File: config.mk
export PLATFORM = sky130hd
export DESIGN_NAME = seg_scan_flat
export DESIGN_NICKNAME = d
export VERILOG_FILES = /design/src/rtl/seg_scan_if.sv /design/src/rtl/seg_scan.sv /design/src/flat_wrapper.sv
export SDC_FILE = /design/constraint.sdc
export NUM_CORES = 1
export LEC_CHECK = 0
export BUFFER_PORTS_ARGS = -buffer_cell sky130_fd_sc_hd__buf_2
export CAP_MARGIN = 0
export CORE_MARGIN = 2
export CORE_UTILIZATION = 30
export DETAILED_ROUTE_END_ITERATION = 8
export PLACE_DENSITY = 0.48
export SETUP_SLACK_MARGIN = 0.1
export SLEW_MARGIN = 20
export SYNTH_ARGS = -nofsm -noshare
export SYNTH_HDL_FRONTEND = slang
export SYNTH_SLANG_ARGS = --single-unit
File: constraint.sdc
create_clock -name clk -period 2.8 [get_ports clk]
set_input_delay 0.28 -clock clk [delete_from_list [all_inputs] [get_ports clk]]
set_output_delay 0.28 -clock clk [all_outputs]
set_load 0.005 [all_outputs]
File: src/rtl/seg_scan_if.sv
// Handshake/bus bundle between a segment-word producer and the seg_scan display driver.
// The master drives enable/load/digits; the slave drives the display and status pulses.
interface seg_scan_if;
    logic        en;
    logic        load;
    logic [31:0] digits;
    logic [3:0]  an;
    logic [7:0]  seg;
    logic        loaded;
    logic        frame_done;

    modport master (
        output en, load, digits,
        input  an, seg, loaded, frame_done
    );

    modport slave (
        input  en, load, digits,
        output an, seg, loaded, frame_done
    );
endinterface

File: src/rtl/seg_scan.sv
// Time-multiplexed 4-digit 7-segment scanner with per-slot dead time and frame-aligned word swap.
// Optional leading-zero blanking is enabled by defining ZERO_BLANK_EN.
//
//  state | meaning
//  GAP   | dead time at start of a digit slot, all anodes and segments off
//  SHOW  | anode idx driven, segments show active byte idx
module seg_scan #(
    parameter int SCAN_DIV     = 50000,
    parameter int BLANK_CYCLES = 16,
    parameter bit AN_ACT_LOW   = 1'b1,
    parameter bit SEG_ACT_LOW  = 1'b0
) (
    input  logic       clk,
    input  logic       rst,
    seg_scan_if.slave  bus
);

    localparam int CW = (SCAN_DIV > 1) ? $clog2(SCAN_DIV) : 1;
    localparam logic [CW-1:0] CNT_LAST = CW'(SCAN_DIV - 1);
    localparam logic [CW-1:0] BLANK_C  = CW'(BLANK_CYCLES);
    localparam logic [3:0]    AN_OFF   = AN_ACT_LOW  ? 4'hF  : 4'h0;
    localparam logic [7:0]    SEG_OFF  = SEG_ACT_LOW ? 8'hFF : 8'h00;

    typedef enum logic {GAP, SHOW} state_t;

    state_t        state;
    logic [CW-1:0] cnt;
    logic [1:0]    idx;
    logic [31:0]   active;
    logic [31:0]   pending;
    logic          pend_vld;

    logic [CW-1:0] cnt_nxt;
    logic [1:0]    idx_nxt;
    logic          wrap;
    logic          boundary;
    logic [7:0]    cur_byte;
    logic          blank_dig;
    logic [3:0]    an_sel;

    always_comb begin
        wrap     = (cnt == CNT_LAST);
        boundary = bus.en && (idx == 2'd0) && (cnt == '0);
        cnt_nxt  = '0;
        idx_nxt  = 2'd0;
        if (bus.en) begin
            if (wrap) begin
                cnt_nxt = '0;
                idx_nxt = idx + 2'd1;
            end else begin
                cnt_nxt = cnt + 1'b1;
                idx_nxt = idx;
            end
        end
    end

    always_comb begin
        cur_byte = active[{idx, 3'b000} +: 8];
        an_sel   = 4'b0001 << idx;
`ifdef ZERO_BLANK_EN
        // a digit is blanked only while every digit to its left is also "0"
        case (idx)
            2'd0:    blank_dig = (active[7:0] == 8'h3F);
            2'd1:    blank_dig = (active[15:0] == 16'h3F3F);
            2'd2:    blank_dig = (active[23:0] == 24'h3F3F3F);
            default: blank_dig = 1'b0;
        endcase
`else
        blank_dig = 1'b0;
`endif
    end

    always_ff @(posedge clk or posedge rst) begin
        if (rst) begin
            state          <= GAP;
            cnt            <= '0;
            idx            <= 2'd0;
            active         <= 32'h0;
            pending        <= 32'h0;
            pend_vld       <= 1'b0;
            bus.an         <= AN_OFF;
            bus.seg        <= SEG_OFF;
            bus.loaded     <= 1'b0;
            bus.frame_done <= 1'b0;
        end else begin
            cnt   <= cnt_nxt;
            idx   <= idx_nxt;
            state <= (cnt_nxt >= BLANK_C) ? SHOW : GAP;

            // a load coinciding with the swap keeps pend_vld set for the next frame
            if (bus.load) begin
                pending  <= bus.digits;
                pend_vld <= 1'b1;
            end
            if (boundary && pend_vld) begin
                active <= pending;
                if (!bus.load) pend_vld <= 1'b0;
            end

            bus.loaded     <= boundary && pend_vld;
            bus.frame_done <= bus.en && (idx == 2'd3) && wrap;

            if (bus.en && state == SHOW) begin
                bus.an  <= AN_ACT_LOW ? ~an_sel : an_sel;
                if (blank_dig)
                    bus.seg <= SEG_OFF;
                else
                    bus.seg <= SEG_ACT_LOW ? ~cur_byte : cur_byte;
            end else begin
                bus.an  <= AN_OFF;
                bus.seg <= SEG_OFF;
            end
        end
    end

endmodule

File: src/flat_wrapper.sv
// flat-port wrapper written by rule: the top's interface ports become plain ports
module seg_scan_flat 
#(
    parameter int SCAN_DIV     = 50000,
    parameter int BLANK_CYCLES = 16,
    parameter bit AN_ACT_LOW   = 1'b1,
    parameter bit SEG_ACT_LOW  = 1'b0
)
  (clk, rst, bus_en, bus_load, bus_digits, bus_an, bus_seg, bus_loaded, bus_frame_done);
  seg_scan_if bus_i ();
  input  logic clk;
  input  logic rst;
  input wire logic [$bits(bus_i.en)-1:0] bus_en;
  input wire logic [$bits(bus_i.load)-1:0] bus_load;
  input wire logic [$bits(bus_i.digits)-1:0] bus_digits;
  output wire logic [$bits(bus_i.an)-1:0] bus_an;
  output wire logic [$bits(bus_i.seg)-1:0] bus_seg;
  output wire logic [$bits(bus_i.loaded)-1:0] bus_loaded;
  output wire logic [$bits(bus_i.frame_done)-1:0] bus_frame_done;
  assign bus_i.en = bus_en;
  assign bus_i.load = bus_load;
  assign bus_i.digits = bus_digits;
  assign bus_an = bus_i.an;
  assign bus_seg = bus_i.seg;
  assign bus_loaded = bus_i.loaded;
  assign bus_frame_done = bus_i.frame_done;
  seg_scan #(.SCAN_DIV(SCAN_DIV), .BLANK_CYCLES(BLANK_CYCLES), .AN_ACT_LOW(AN_ACT_LOW), .SEG_ACT_LOW(SEG_ACT_LOW)) u_core (.clk(clk), .rst(rst), .bus(bus_i));
endmodule
==> qor.csv <==
metric,value,unit
status,"finished, final reports clean",
Worst Hold Launch,bus_digits[12],
WS Path Type,reg -> reg,
Worst Hold Class,in -> reg,
hold path depth,2,
DR vias,2471,
final instance area,0.00503,mm^2
period utilization,77.0,%
R2R cell count,7,
All-Layer GR Usage,11.9,%
DRC,0,
Vias per Instance,4.57,
count of final setup violators,0,
"Hold Vio Cnt, Final",0,
#FFs+latches synth,98,
htree depth,3,
crit path from,u_core.idx[0],
WP data arrival,2380,ps
Worst slew margin,48.2,%
grt ovf,0,
gpl congestion,0.771,
first-pass GRT wire length,13700,um
Total Neg Setup Slack,0,ps
Longest Clk Path Bufs,2,
Ys Warns,0,
unrepaired setup endpoints after global routing,false,
mapped cell area,0.00430,mm^2
Area Overhead vs Synth,17.0,%
"most common cell after layout, fill and taps aside",dfrtp_1,
pin count of the biggest net entering global routing,51,
Post-CTS Resized,0,
Die Span X,124,um
CP peak stage delay,380,ps
Core ar.,0.0139,mm^2
Die H,124,um
max-slew violation count,0,
DR pass1 iterations,4,
CTS tree,built,
Mapped Cells,306,
per-cell routed wire length,15.2,um
CTS buffer count,9,
syn_area_per_cell,14.0,um^2
Starting Density,30.9,%
antenna-violating nets left,0,
IO Pins,50,
share of cells above drive strength 1,40.7,%
Max Cap Viol,0,
Die ar.,0.0153,mm^2
power per cell area,666,mW/mm^2
Least-Margin Pin Slew,777,ps
max frequency,0.464,GHz
routed wire length,8200,um
CP Data Required Time,3020,ps
Fillers,1339,
CTS root buf,clkbuf_16,
Startpoint Class,flip-flop,
dpl cell area,0.00475,mm^2
Diodes inserted,0,
Synthesized Nets,348,
crit path capture type,flip-flop,
r2r startpoint,u_core.idx[0],
highest-count cells in the layout ignoring fill and taps,"dfrtp_1 (94), buf_2 (49), mux2_2 (40)",
Clock transition at path regs,60,ps
"critical path fanouts, max",8,
vias in the first global route,2553,
Util after Layout,36.1,%
number of port buffers,49,
nets,398,
CP cell instances,"inv_1, ha_1, nor3b_1, nand4b_1, nor3_4, buf_4, mux2_2",
HPWL Detailed,5800,um
register area share after synthesis,57.2,%
Rows,43,
Sink Count,98,
Pleak,2.25,nW
skew final,5.19,ps
Synth cell types,40,
Peak VDD IR,0.000278,V
drt first-iter violations,99,
minimum clock period after layout,2160,ps
initial antenna violation count,0,
slowest CP cell,dfrtp_1,
Clock Latency Late Sink,340,ps
per-layer routing:
layer	GRT usage (%)	wire length [um]
met1	16.4	3940
met5	0	0
met2	18.0	3840
met4	5.26	138
met3	2.75	279
worst max-delay path: cells and delay by family (launching register included):
family	cells	cell delay, ps
simple gates	3	760
flops	1	380
buf+inv	2	380
mux	1	350
fa+ha+maj	1	180
logic make-up (layout without fill, tap and decap cells):
logic type | count (synthesis) | in the layout | synth area share, %
AOI/OAI and AO/OA | 12 | 12 | 1.83
xor gates and xnor gates | 16 | 16 | 3.26
adders and majority gates | 6 | 6 | 1.75
buffers and inverters | 27 | 82 | 3.17
DFF | 98 | 98 | 57.2
muxes | 72 | 72 | 22.7
and+or+nand+nor | 75 | 75 | 10.1
report_power, final:
| group | total, W | leakage [nW] | switching [W] | internal [W] |
|---|---|---|---|---|
| logic | 0.000457 | 0.917 | 0.000145 | 0.000312 |
| registers | 0.00175 | 1.20 | 0.000123 | 0.00163 |
| clock network | 0.00114 | 0.131 | 0.000486 | 0.000653 |
metrics by stage:
| stage | setup slack, ps | hold WS [ps] | cells | power [W] |
|---|---|---|---|---|
| finish | 643 | 171 | 541 | 0.00335 |
| global placement | 650 | 336 | 524 | 0.00223 |
| detailed placement | 653 | 337 | 524 | 0.00225 |
| floorplan | 698 | 432 | 306 | 0.00211 |
| global route | 456 | 160 | 541 | 0.00352 |
| CTS | 626 | 156 | 541 | 0.00341 |
final cells by class:
type / instances / area [um^2] / area share (%)
Multi-Input combinational cell: 181 / 1710 / 33.9
Inverter: 9 / 37.5 / 0.746
Sequential cell: 98 / 2460 / 48.9
Tap cell: 180 / 225 / 4.48
Timing Repair Buffer: 57 / 333 / 6.62
Clock buffer: 16 / 272 / 5.40
timing repair:
action                    4_1_cts  5_1_grt
hold endpoints to repair       17        0
hold buffers                    1        0
buffers inserted                0        0
state kept, by name, indices dropped and copies added (netlist names):
signal,count
u_core.active,32
u_core.pending,32
u_core.cnt,16
u_core.bus.seg,8
u_core.bus.an,4
u_core.idx,2
u_core.bus.frame_done,1
u_core.bus.loaded,1
u_core.pend_vld,1
u_core.state,1
Yosys cell counts:
master     n  area share, %
dfrtp_1   94             55
mux2_2    40             10
mux2_4    20            7.0
nor2_1    20            1.7
nand3_1   12            1.4
and3_1    11            1.6
xnor2_1   10            2.0
clkbuf_1   9           0.79
inv_1      9           0.79
mux4_2     8            4.2
nand2_1    8           0.70
ha_1       6            1.7
o21ai_0    6           0.70
xor2_1     6            1.2
buf_2      4           0.47
dfstp_2    4            2.4
mux2_1     4            1.0
or3_1      4           0.58
buf_6      3           0.79
nor3_1     3           0.35
and2_1     2           0.29
buf_4      2           0.35
nand3_2    2           0.47
nand4_1    2           0.29
nor4_1     2           0.29
a211o_1    1           0.20
a221oi_1   1           0.20
a22oi_1    1           0.17
a41oi_1    1           0.20
nand2b_1   1           0.15
nand4b_1   1           0.20
nor3_4     1           0.38
nor3b_1    1           0.17
nor4_2     1           0.29
nor4_4     1           0.49
nor4b_1    1           0.20
nor4b_2    1           0.35
o21ai_2    1           0.20
o22ai_1    1           0.15
or4_1      1           0.17
worst paths after layout:
kind | end | slack (ps)
setup / recovery | u_core.active[3] | 640
hold / removal | u_core.pending[12] | 170
setup reg to reg | u_core.active[3] | 640
hold reg to reg | u_core.active[1] | 490
max in group asynchronous | u_core.bus.an[2] | 1530
min in group asynchronous | u_core.cnt[6] | 510
Power figures use the tool's default switching activity.
